==> src/rtl/load_store_unit.sv <==
// Load/store unit: memory stage of the RISC-V core. Issues a single outstanding
// valid/ready bus transaction per memory instruction, steers store bytes onto
// the correct lanes, extends load results and flags misaligned/illegal accesses
// and bus timeouts. Stalls the pipeline while an access is in flight.
module load_store_unit #(
    parameter int unsigned TIMEOUT_CYCLES = 255
) (
    input  logic        clk,
    input  logic        rst_n,
    input  logic        MemReq,
    input  logic        MemWrite,
    input  logic [2:0]  Funct3,
    input  logic [31:0] ALUResult,
    input  logic [31:0] WriteData,
    output logic        Stall,
    output logic [31:0] ReadData,
    output logic        LoadValid,
    output logic        MisalignErr,
    output logic        BusErr,
    output logic [31:0] BusAddr,
    output logic [31:0] BusWData,
    output logic [3:0]  BusWStrb,
    output logic        BusWE,
    output logic        BusValid,
    input  logic        BusReady,
    input  logic [31:0] BusRData
);

    typedef enum logic [1:0] {IDLE, BUSY, RESP} state_t;

    // Counter value on the last BUSY cycle allowed before the access is aborted.
    localparam logic [7:0] TMO_LAST = 8'(TIMEOUT_CYCLES - 1);

    state_t      state;
    logic [7:0]  tmo_cnt;
    logic [2:0]  funct3_q;
    logic [1:0]  off_q;

    logic        legal;
    logic        misaligned;
    logic        check_ok;
    logic [3:0]  strb_next;
    logic [31:0] wdata_next;
    logic [7:0]  byte_sel;
    logic [15:0] half_sel;
    logic [31:0] load_ext;

    // Decode legality/alignment of the incoming request and build store lanes.
    always_comb begin
        legal = 1'b0;
        if (MemWrite) begin
            legal = (Funct3 == 3'b000) || (Funct3 == 3'b001) || (Funct3 == 3'b010);
        end else begin
            legal = (Funct3 == 3'b000) || (Funct3 == 3'b001) || (Funct3 == 3'b010) ||
                    (Funct3 == 3'b100) || (Funct3 == 3'b101);
        end
        misaligned = ((Funct3[1:0] == 2'b01) && ALUResult[0]) ||
                     ((Funct3[1:0] == 2'b10) && (ALUResult[1:0] != 2'b00));
        check_ok   = legal && !misaligned;

        strb_next  = 4'b0000;
        wdata_next = WriteData;
        case (Funct3[1:0])
            2'b00: begin
                strb_next  = 4'b0001 << ALUResult[1:0];
                wdata_next = {4{WriteData[7:0]}};
            end
            2'b01: begin
                strb_next  = ALUResult[1] ? 4'b1100 : 4'b0011;
                wdata_next = {2{WriteData[15:0]}};
            end
            default: begin
                strb_next  = 4'b1111;
                wdata_next = WriteData;
            end
        endcase
        // Loads never assert byte enables.
        if (!MemWrite) begin
            strb_next = 4'b0000;
        end
    end

    // Select the addressed lane of the returned word and sign/zero extend it.
    always_comb begin
        case (off_q)
            2'd0:    byte_sel = BusRData[7:0];
            2'd1:    byte_sel = BusRData[15:8];
            2'd2:    byte_sel = BusRData[23:16];
            default: byte_sel = BusRData[31:24];
        endcase
        half_sel = off_q[1] ? BusRData[31:16] : BusRData[15:0];
        case (funct3_q)
            3'b000:  load_ext = {{24{byte_sel[7]}}, byte_sel};
            3'b100:  load_ext = {24'd0, byte_sel};
            3'b001:  load_ext = {{16{half_sel[15]}}, half_sel};
            3'b101:  load_ext = {16'd0, half_sel};
            default: load_ext = BusRData;
        endcase
    end

    assign Stall = ((state == IDLE) && MemReq && check_ok) || (state == BUSY);

    // Transaction FSM with registered bus outputs and one-cycle status pulses.
    always_ff @(posedge clk or negedge rst_n) begin
        if (!rst_n) begin
            state       <= IDLE;
            tmo_cnt     <= 8'd0;
            funct3_q    <= 3'b000;
            off_q       <= 2'b00;
            ReadData    <= 32'd0;
            LoadValid   <= 1'b0;
            MisalignErr <= 1'b0;
            BusErr      <= 1'b0;
            BusAddr     <= 32'd0;
            BusWData    <= 32'd0;
            BusWStrb    <= 4'b0000;
            BusWE       <= 1'b0;
            BusValid    <= 1'b0;
        end else begin
            LoadValid   <= 1'b0;
            MisalignErr <= 1'b0;
            BusErr      <= 1'b0;
            case (state)
                IDLE: begin
                    if (MemReq) begin
                        if (check_ok) begin
                            BusAddr  <= {ALUResult[31:2], 2'b00};
                            BusWE    <= MemWrite;
                            BusWStrb <= strb_next;
                            BusWData <= wdata_next;
                            funct3_q <= Funct3;
                            off_q    <= ALUResult[1:0];
                            BusValid <= 1'b1;
                            tmo_cnt  <= 8'd0;
                            state    <= BUSY;
                        end else begin
                            MisalignErr <= 1'b1;
                        end
                    end
                end
                BUSY: begin
                    // A handshake on the timeout cycle still counts as success.
                    if (BusReady) begin
                        BusValid <= 1'b0;
                        state    <= RESP;
                        if (!BusWE) begin
                            ReadData  <= load_ext;
                            LoadValid <= 1'b1;
                        end
                    end else if (tmo_cnt == TMO_LAST) begin
                        BusValid <= 1'b0;
                        BusErr   <= 1'b1;
                        ReadData <= 32'd0;
                        state    <= RESP;
                    end else begin
                        tmo_cnt <= tmo_cnt + 8'd1;
                    end
                end
                RESP: begin
                    // MemReq here belongs to the completing instruction.
                    tmo_cnt <= 8'd0;
                    state   <= IDLE;
                end
                default: begin
                    state <= IDLE;
                end
            endcase
        end
    end

endmodule

==> config.mk <==
export PLATFORM = sky130hd
export DESIGN_NAME = load_store_unit
export DESIGN_NICKNAME = d
export VERILOG_FILES = /design/src/rtl/load_store_unit.sv
export SDC_FILE = /design/constraint.sdc
export NUM_CORES = 1
export LEC_CHECK = 0
export CORE_ASPECT_RATIO = 2
export CORE_MARGIN = 3
export CORE_UTILIZATION = 48
export CTS_BUF_LIST = sky130_fd_sc_hd__clkbuf_4 sky130_fd_sc_hd__clkbuf_8 sky130_fd_sc_hd__clkbuf_16
export DETAILED_ROUTE_END_ITERATION = 7
export PLACE_DENSITY = 0.86
export SYNTH_ARGS = -nofsm -noshare
export SYNTH_HDL_FRONTEND = slang
export SYNTH_SLANG_ARGS = --single-unit
export TNS_END_PERCENT = 30
==> constraint.sdc <==
create_clock -name clk -period 3.15 [get_ports clk]
set_clock_uncertainty 0.1 [all_clocks]
set_input_delay 0.63 -clock clk [delete_from_list [all_inputs] [get_ports clk]]
set_output_delay 0.63 -clock clk [all_outputs]
set_load 0.03 [all_outputs]
Word level (Yosys, flattened, before mapping)
Cells that the tools add are included.
{"block": "totals", "register_bits": 118, "input_bits": 104, "out_inout_bits": 106, "word_cells": 96}
{"block": "classes", "addsub": 1, "eq_ne": 20, "shifts": 1, "mux": 35, "reduce_logical": 26}
{"cell": "case mux 32 bit (4 select lines)", "count": 1}
{"cell": "2-to-1 mux 32 bit", "count": 3}
{"cell": "case mux 32 bit (2 select lines)", "count": 1}
{"cell": "case mux 8 bit (3 select lines)", "count": 2}
{"cell": "2-to-1 mux 8 bit", "count": 4}
{"cell": "2-to-1 mux 16 bit", "count": 1}
{"cell": "2-to-1 mux 1 bit", "count": 14}
{"cell": "== test 3 bit (second input constant)", "count": 4}
{"cell": "!= test 2 bit (second input constant)", "count": 5}
{"cell": "AND reduction 3 bit", "count": 3}
{"cell": "adder 8 x 1 -> 8 bit (second input constant)", "count": 1}
{"cell": "== test 8 bit (second input constant)", "count": 1}
{"cell": "2-to-1 mux 2 bit", "count": 4}
{"cell": "2-to-1 mux 4 bit", "count": 2}
{"cell": "case mux 4 bit (2 select lines)", "count": 1}
{"cell": "== test 2 x 1 -> 1 bit (second input constant)", "count": 3}
{"cell": "== test 2 bit (second input constant)", "count": 3}
{"cell": "== test 3 x 1 -> 1 bit (second input constant)", "count": 2}
{"cell": "zero test 2 bit", "count": 3}
{"cell": "zero test 3 bit", "count": 2}
{"cell": "logical OR 1 bit", "count": 6}
{"cell": "nonzero test 2 bit", "count": 3}
{"cell": "logical AND 1 bit", "count": 5}
{"cell": "AND reduction 5 bit", "count": 1}
{"cell": "other kinds (8)", "count": 8}

Longest topological paths before layout
{"block": "logic_depth", "word_depth": 10, "depth_mapped": 7, "ltp_nobuf": 6}

Worst setup path after synthesis
Ideal clock, no wire load.
{"block": "synth_path", "path_type": "input to output", "start": "in ALUResult[0]", "end": "out Stall", "arrival_time_ns": 1.723, "required_time_ns": 2.420, "path_slack_ns": 0.697, "cell_stages": 5, "n_path_buf": 2, "path_cell_list": "a221oi_1 -> o21ai_1 -> buf_6 -> clkbuf_1 -> nand2_1"}
{"block": "synth_via", "elab_chain_cells": 7, "elab_cells_between_ends": 8, "classes_between": "reduce/logical (8)"}
{"item": "start, declared", "line_no": "13", "source": "input logic [31:0] ALUResult,"}
{"item": "nonzero test 2 bit", "line_no": "58", "source": "((Funct3[1:0] == 2'b10) && (ALUResult[1:0] != 2'b00));"}
{"item": "logical AND 1 bit", "line_no": "58"}
{"item": "logical OR 1 bit (*)", "line_no": "57", "source": "misaligned = ((Funct3[1:0] == 2'b01) && ALUResult[0]) ||"}
{"item": "zero test 1 bit (*)", "line_no": "59", "source": "check_ok = legal && !misaligned;"}
{"item": "logical AND 1 bit (*)", "line_no": "59"}
{"item": "logical AND 1 bit (*)", "line_no": "101", "source": "assign Stall = ((state == IDLE) && MemReq && check_ok) || (state == BUSY);"}
{"item": "logical OR 1 bit (*)", "line_no": "101"}
{"item": "end, declared", "line_no": "15", "source": "output logic Stall,"}
Mark *: on every way between the ends. The rest lies on a longest branch, timed or not.

Final worst setup path
Ends and elaborated chain as after synthesis.

==> results.sh <==
export IMPL_status="finished clean"
export IMPL_antenna_found_initial=0
export IMPL_endpoint_kind="output pin"
export IMPL_synth_top_cell_by_area="dfrtp_1"
export IMPL_drtIter0Drc=255
export IMPL_drc=0
export IMPL_cts_tree="done"
export IMPL_wl_per_cell_um=19.7
export IMPL_ys_types=47
export IMPL_synth_area_leaders="dfrtp_1 53%, mux2_4 8.1%, mux2i_1 5.8%, o21ai_0 4.8%, a221o_1 2.9%"
export IMPL_overflow=0
export IMPL_gp_congestion=0.905
export IMPL_rsz0062_at_grt="no"
export IMPL_synthesis_area_um2=5540
export IMPL_reg2reg_to="ReadData[13]"
export IMPL_io_buffers=207
export IMPL_synth_compound_gate_area_share_pct=16.7
export IMPL_drv_cap=0
export IMPL_clk_latency_ns=0.41
export IMPL_timing_final_crit_share_pct=91.9
export IMPL_core_um2=11100
export IMPL_io_pins=210
export IMPL_combPwrFrac_pct=43.5
export IMPL_synth_top_family_by_area="multiplexers"
export IMPL_postCtsSetupBuffers=0
export IMPL_detail_route_antenna_nets=0
export IMPL_area_growth_syn_to_layout_pct=49.6
export IMPL_cts_resized=0
export IMPL_worstMarginPinSlew_ns=0.888
export IMPL_ys_warn_count=0
export IMPL_seq_power_share_pct=32.0
export IMPL_synth_seq_cells=118
export IMPL_min_period_ns=2.90
export IMPL_critical_path_class="input port to output pin"
export IMPL_crit_fanout=6
export IMPL_die_y_um=158
export IMPL_dieWidth_um=82.0
export IMPL_setup_viol=0
export IMPL_synthSimpleGateAreaFrac_pct=8.47
export IMPL_startpoint="ALUResult[0]"
export IMPL_grt_usage_pct=25.7
export IMPL_synth_xor_area_share_pct=0
export IMPL_drv_slew=0
export IMPL_start_util_pct=50.0
export IMPL_synth_edf_count=0
export IMPL_required_ns=2.42
export IMPL_ff2ff_path_depth=4
export IMPL_swShare_pct=37.8
export IMPL_p_leak_nw=3.60
export IMPL_synthCells=470
export IMPL_cts_inserted_buffers=17
export IMPL_cts_root_buffer="clkbuf_16"
export IMPL_numClockSinks=118
export IMPL_intPower_mw=4.88
export IMPL_vdd_ir_drop_worst_uv=580
export IMPL_dr_total_vias=4670
export IMPL_synth_top_area_share_pct=53.3
export IMPL_dr_pass1_iters=5
export IMPL_grt_max_degree=103
export IMPL_start_kind="input port"
export IMPL_dp_hpwl_um=11700
export IMPL_via_per_inst=5.65
export IMPL_holdBufCountCts=0
export IMPL_p_clk_share_pct=24.6
export IMPL_p_sw_mw=2.97
export IMPL_worstPathArrival_ns=2.17
export IMPL_synthAdderAreaFrac_pct=0.452
export IMPL_die_area_um2=12900
export IMPL_powerDensity_nw_per_um2=948
export IMPL_hold_violations=0
export IMPL_fin_tns_setup_ns=0
export IMPL_h_tree_depth=4
export IMPL_syn_area_per_cell_um2=11.8
export IMPL_wl_um=16300
export IMPL_synth_ff_type="dfrtp_1"
export IMPL_power_mw=7.85
export IMPL_clock_fmax_mhz=345
export IMPL_drive_gt1_share_pct=14.3
export IMPL_yosys_mux_area_fraction_pct=17.0
export IMPL_grt_pass1_vias=4932
export IMPL_cts_buffer_depth=2
export IMPL_grt_pass1_wl_um=25100
export IMPL_endpoint="Stall"
export IMPL_post_route_util_pct=74.8
export IMPL_ys_seq_area_share_pct=53.3
export IMPL_placementRows=54
export IMPL_clk_pin_slew_worst_paths_ns=0.05
export IMPL_fin_nets=779
export IMPL_min_path_type="input port to async pin"
export IMPL_antenna_cells=0
export IMPL_ys_async_sr_fraction_pct=100
export IMPL_reg2reg_from="off_q[1]"
export IMPL_slew_limit_headroom_pct=40.4
export IMPL_rrSetupSlack_ns=0.84
[final cells by class]
class / instances / area, µm²
clock buffer: 21 / 474
clock inverter: 11 / 125
fill: 774 / 2800
inverter: 8 / 30.0
multi-input combinational: 313 / 2380
sequential: 118 / 2950
tap: 140 / 175
timing repair buffer: 215 / 2150
[metal layers]
layer  vias up  part of all wire (%)  global-route usage (%)  wire length, µm
li1       2125                     -                       -                -
met1      2272                    34                    27.1             5580
met2       226                    53                    45.1             8720
met3        47                   8.0                    7.63             1310
met4         0                   4.3                    12.6              701
met5         -                     0                       0                0
[metrics by stage]
stage / instance area, µm² / setup WS, ns / hold slack (ns) / instances
finish: 8290 / 0.254 / 0.139 / 826
detailed placement: 7690 / 0.287 / 0.375 / 794
CTS: 8290 / 0.271 / 0.151 / 826
global placement: 7690 / 0.309 / 0.362 / 794
global route: 8290 / 0.208 / 0.179 / 826
floorplan: 5540 / 0.697 / 0.234 / 471
[cell usage in the layout (no fill, tap or decap), types with 13 or more instances in the layout]
| cell type | n |
|---|---|
| a21oi_1 | 21 |
| a221o_1 | 16 |
| clkbuf_16 | 17 |
| clkdlybuf4s50_1 | 205 |
| dfrtp_1 | 118 |
| mux2_2 | 13 |
| mux2_4 | 30 |
| mux2i_1 | 32 |
| nand2_1 | 42 |
| nor2_1 | 14 |
| o21ai_0 | 53 |
[synthesized netlist by cell type (all sizes together), types with 2 or more instances]
| library cell | instances |
|---|---|
| nor3b | 2 |
| a32o | 9 |
| nand2 | 42 |
| nor2b | 6 |
| o21ba | 3 |
| buf | 19 |
| or3 | 7 |
| o21ai | 63 |
| inv | 8 |
| o22ai | 2 |
| a31oi | 8 |
| a21oi | 22 |
| clkbuf | 13 |
| nor2 | 16 |
| nand3 | 2 |
| mux2 | 43 |
| nor4 | 2 |
| and2 | 2 |
| nand2b | 9 |
| a21boi | 3 |
| ha | 2 |
| a221o | 16 |
| mux2i | 32 |
| o2bb2ai | 7 |
| o2111ai | 2 |
| dfrtp | 118 |
[worst max-delay path, stage by stage]
cell,delay [ns]
clkdlybuf4s50_1,0.50
a221oi_1,0.61
o21ai_4,0.13
nand2_1,0.12
buf_4,0.17
[sequential cells by signal, indices dropped and copies added, names as in the netlist, 2 cells and up]
register and cells:
BusAddr 30, BusWData 32, BusWStrb 4, ReadData 32, funct3_q 3, off_q 2
state 2, tmo_cnt 8
[cells by family after synthesis]
kind of cell               Yosys count
AOI/OAI and AO/OA                  139
adders and majority gates            2
buffers and inverters               40
DFF                                118
muxes                               76
other                                1
and+or+nand+nor                     94
[how the worst min path moves through the flow]
stage	cells after the start	startpoint	endpoint	slack [ns]
2_1_floorplan	0	rst_n	BusAddr[10]	0.23
3_3_place_gp	2	BusWData[15]	BusWData[15]	0.36
3_5_place_dp	2	BusWData[21]	BusWData[21]	0.37
4_1_cts	1	rst_n	BusAddr[25]	0.15
5_1_grt	1	rst_n	BusAddr[23]	0.18
6_report	1	rst_n	BusAddr[31]	0.14
[power by group through the flow]
stage          registers [mW]  clock network [mW]  logic, mW
2_1_floorplan            3.43                   0      0.994
3_5_place_dp             2.51                   0       3.42
4_1_cts                  2.51                1.95       3.45
3_3_place_gp             2.49                   0       3.34
5_1_grt                  2.58                2.01       3.62
6_report                 2.51                1.93       3.41
(Power assumes the default switching activity.)
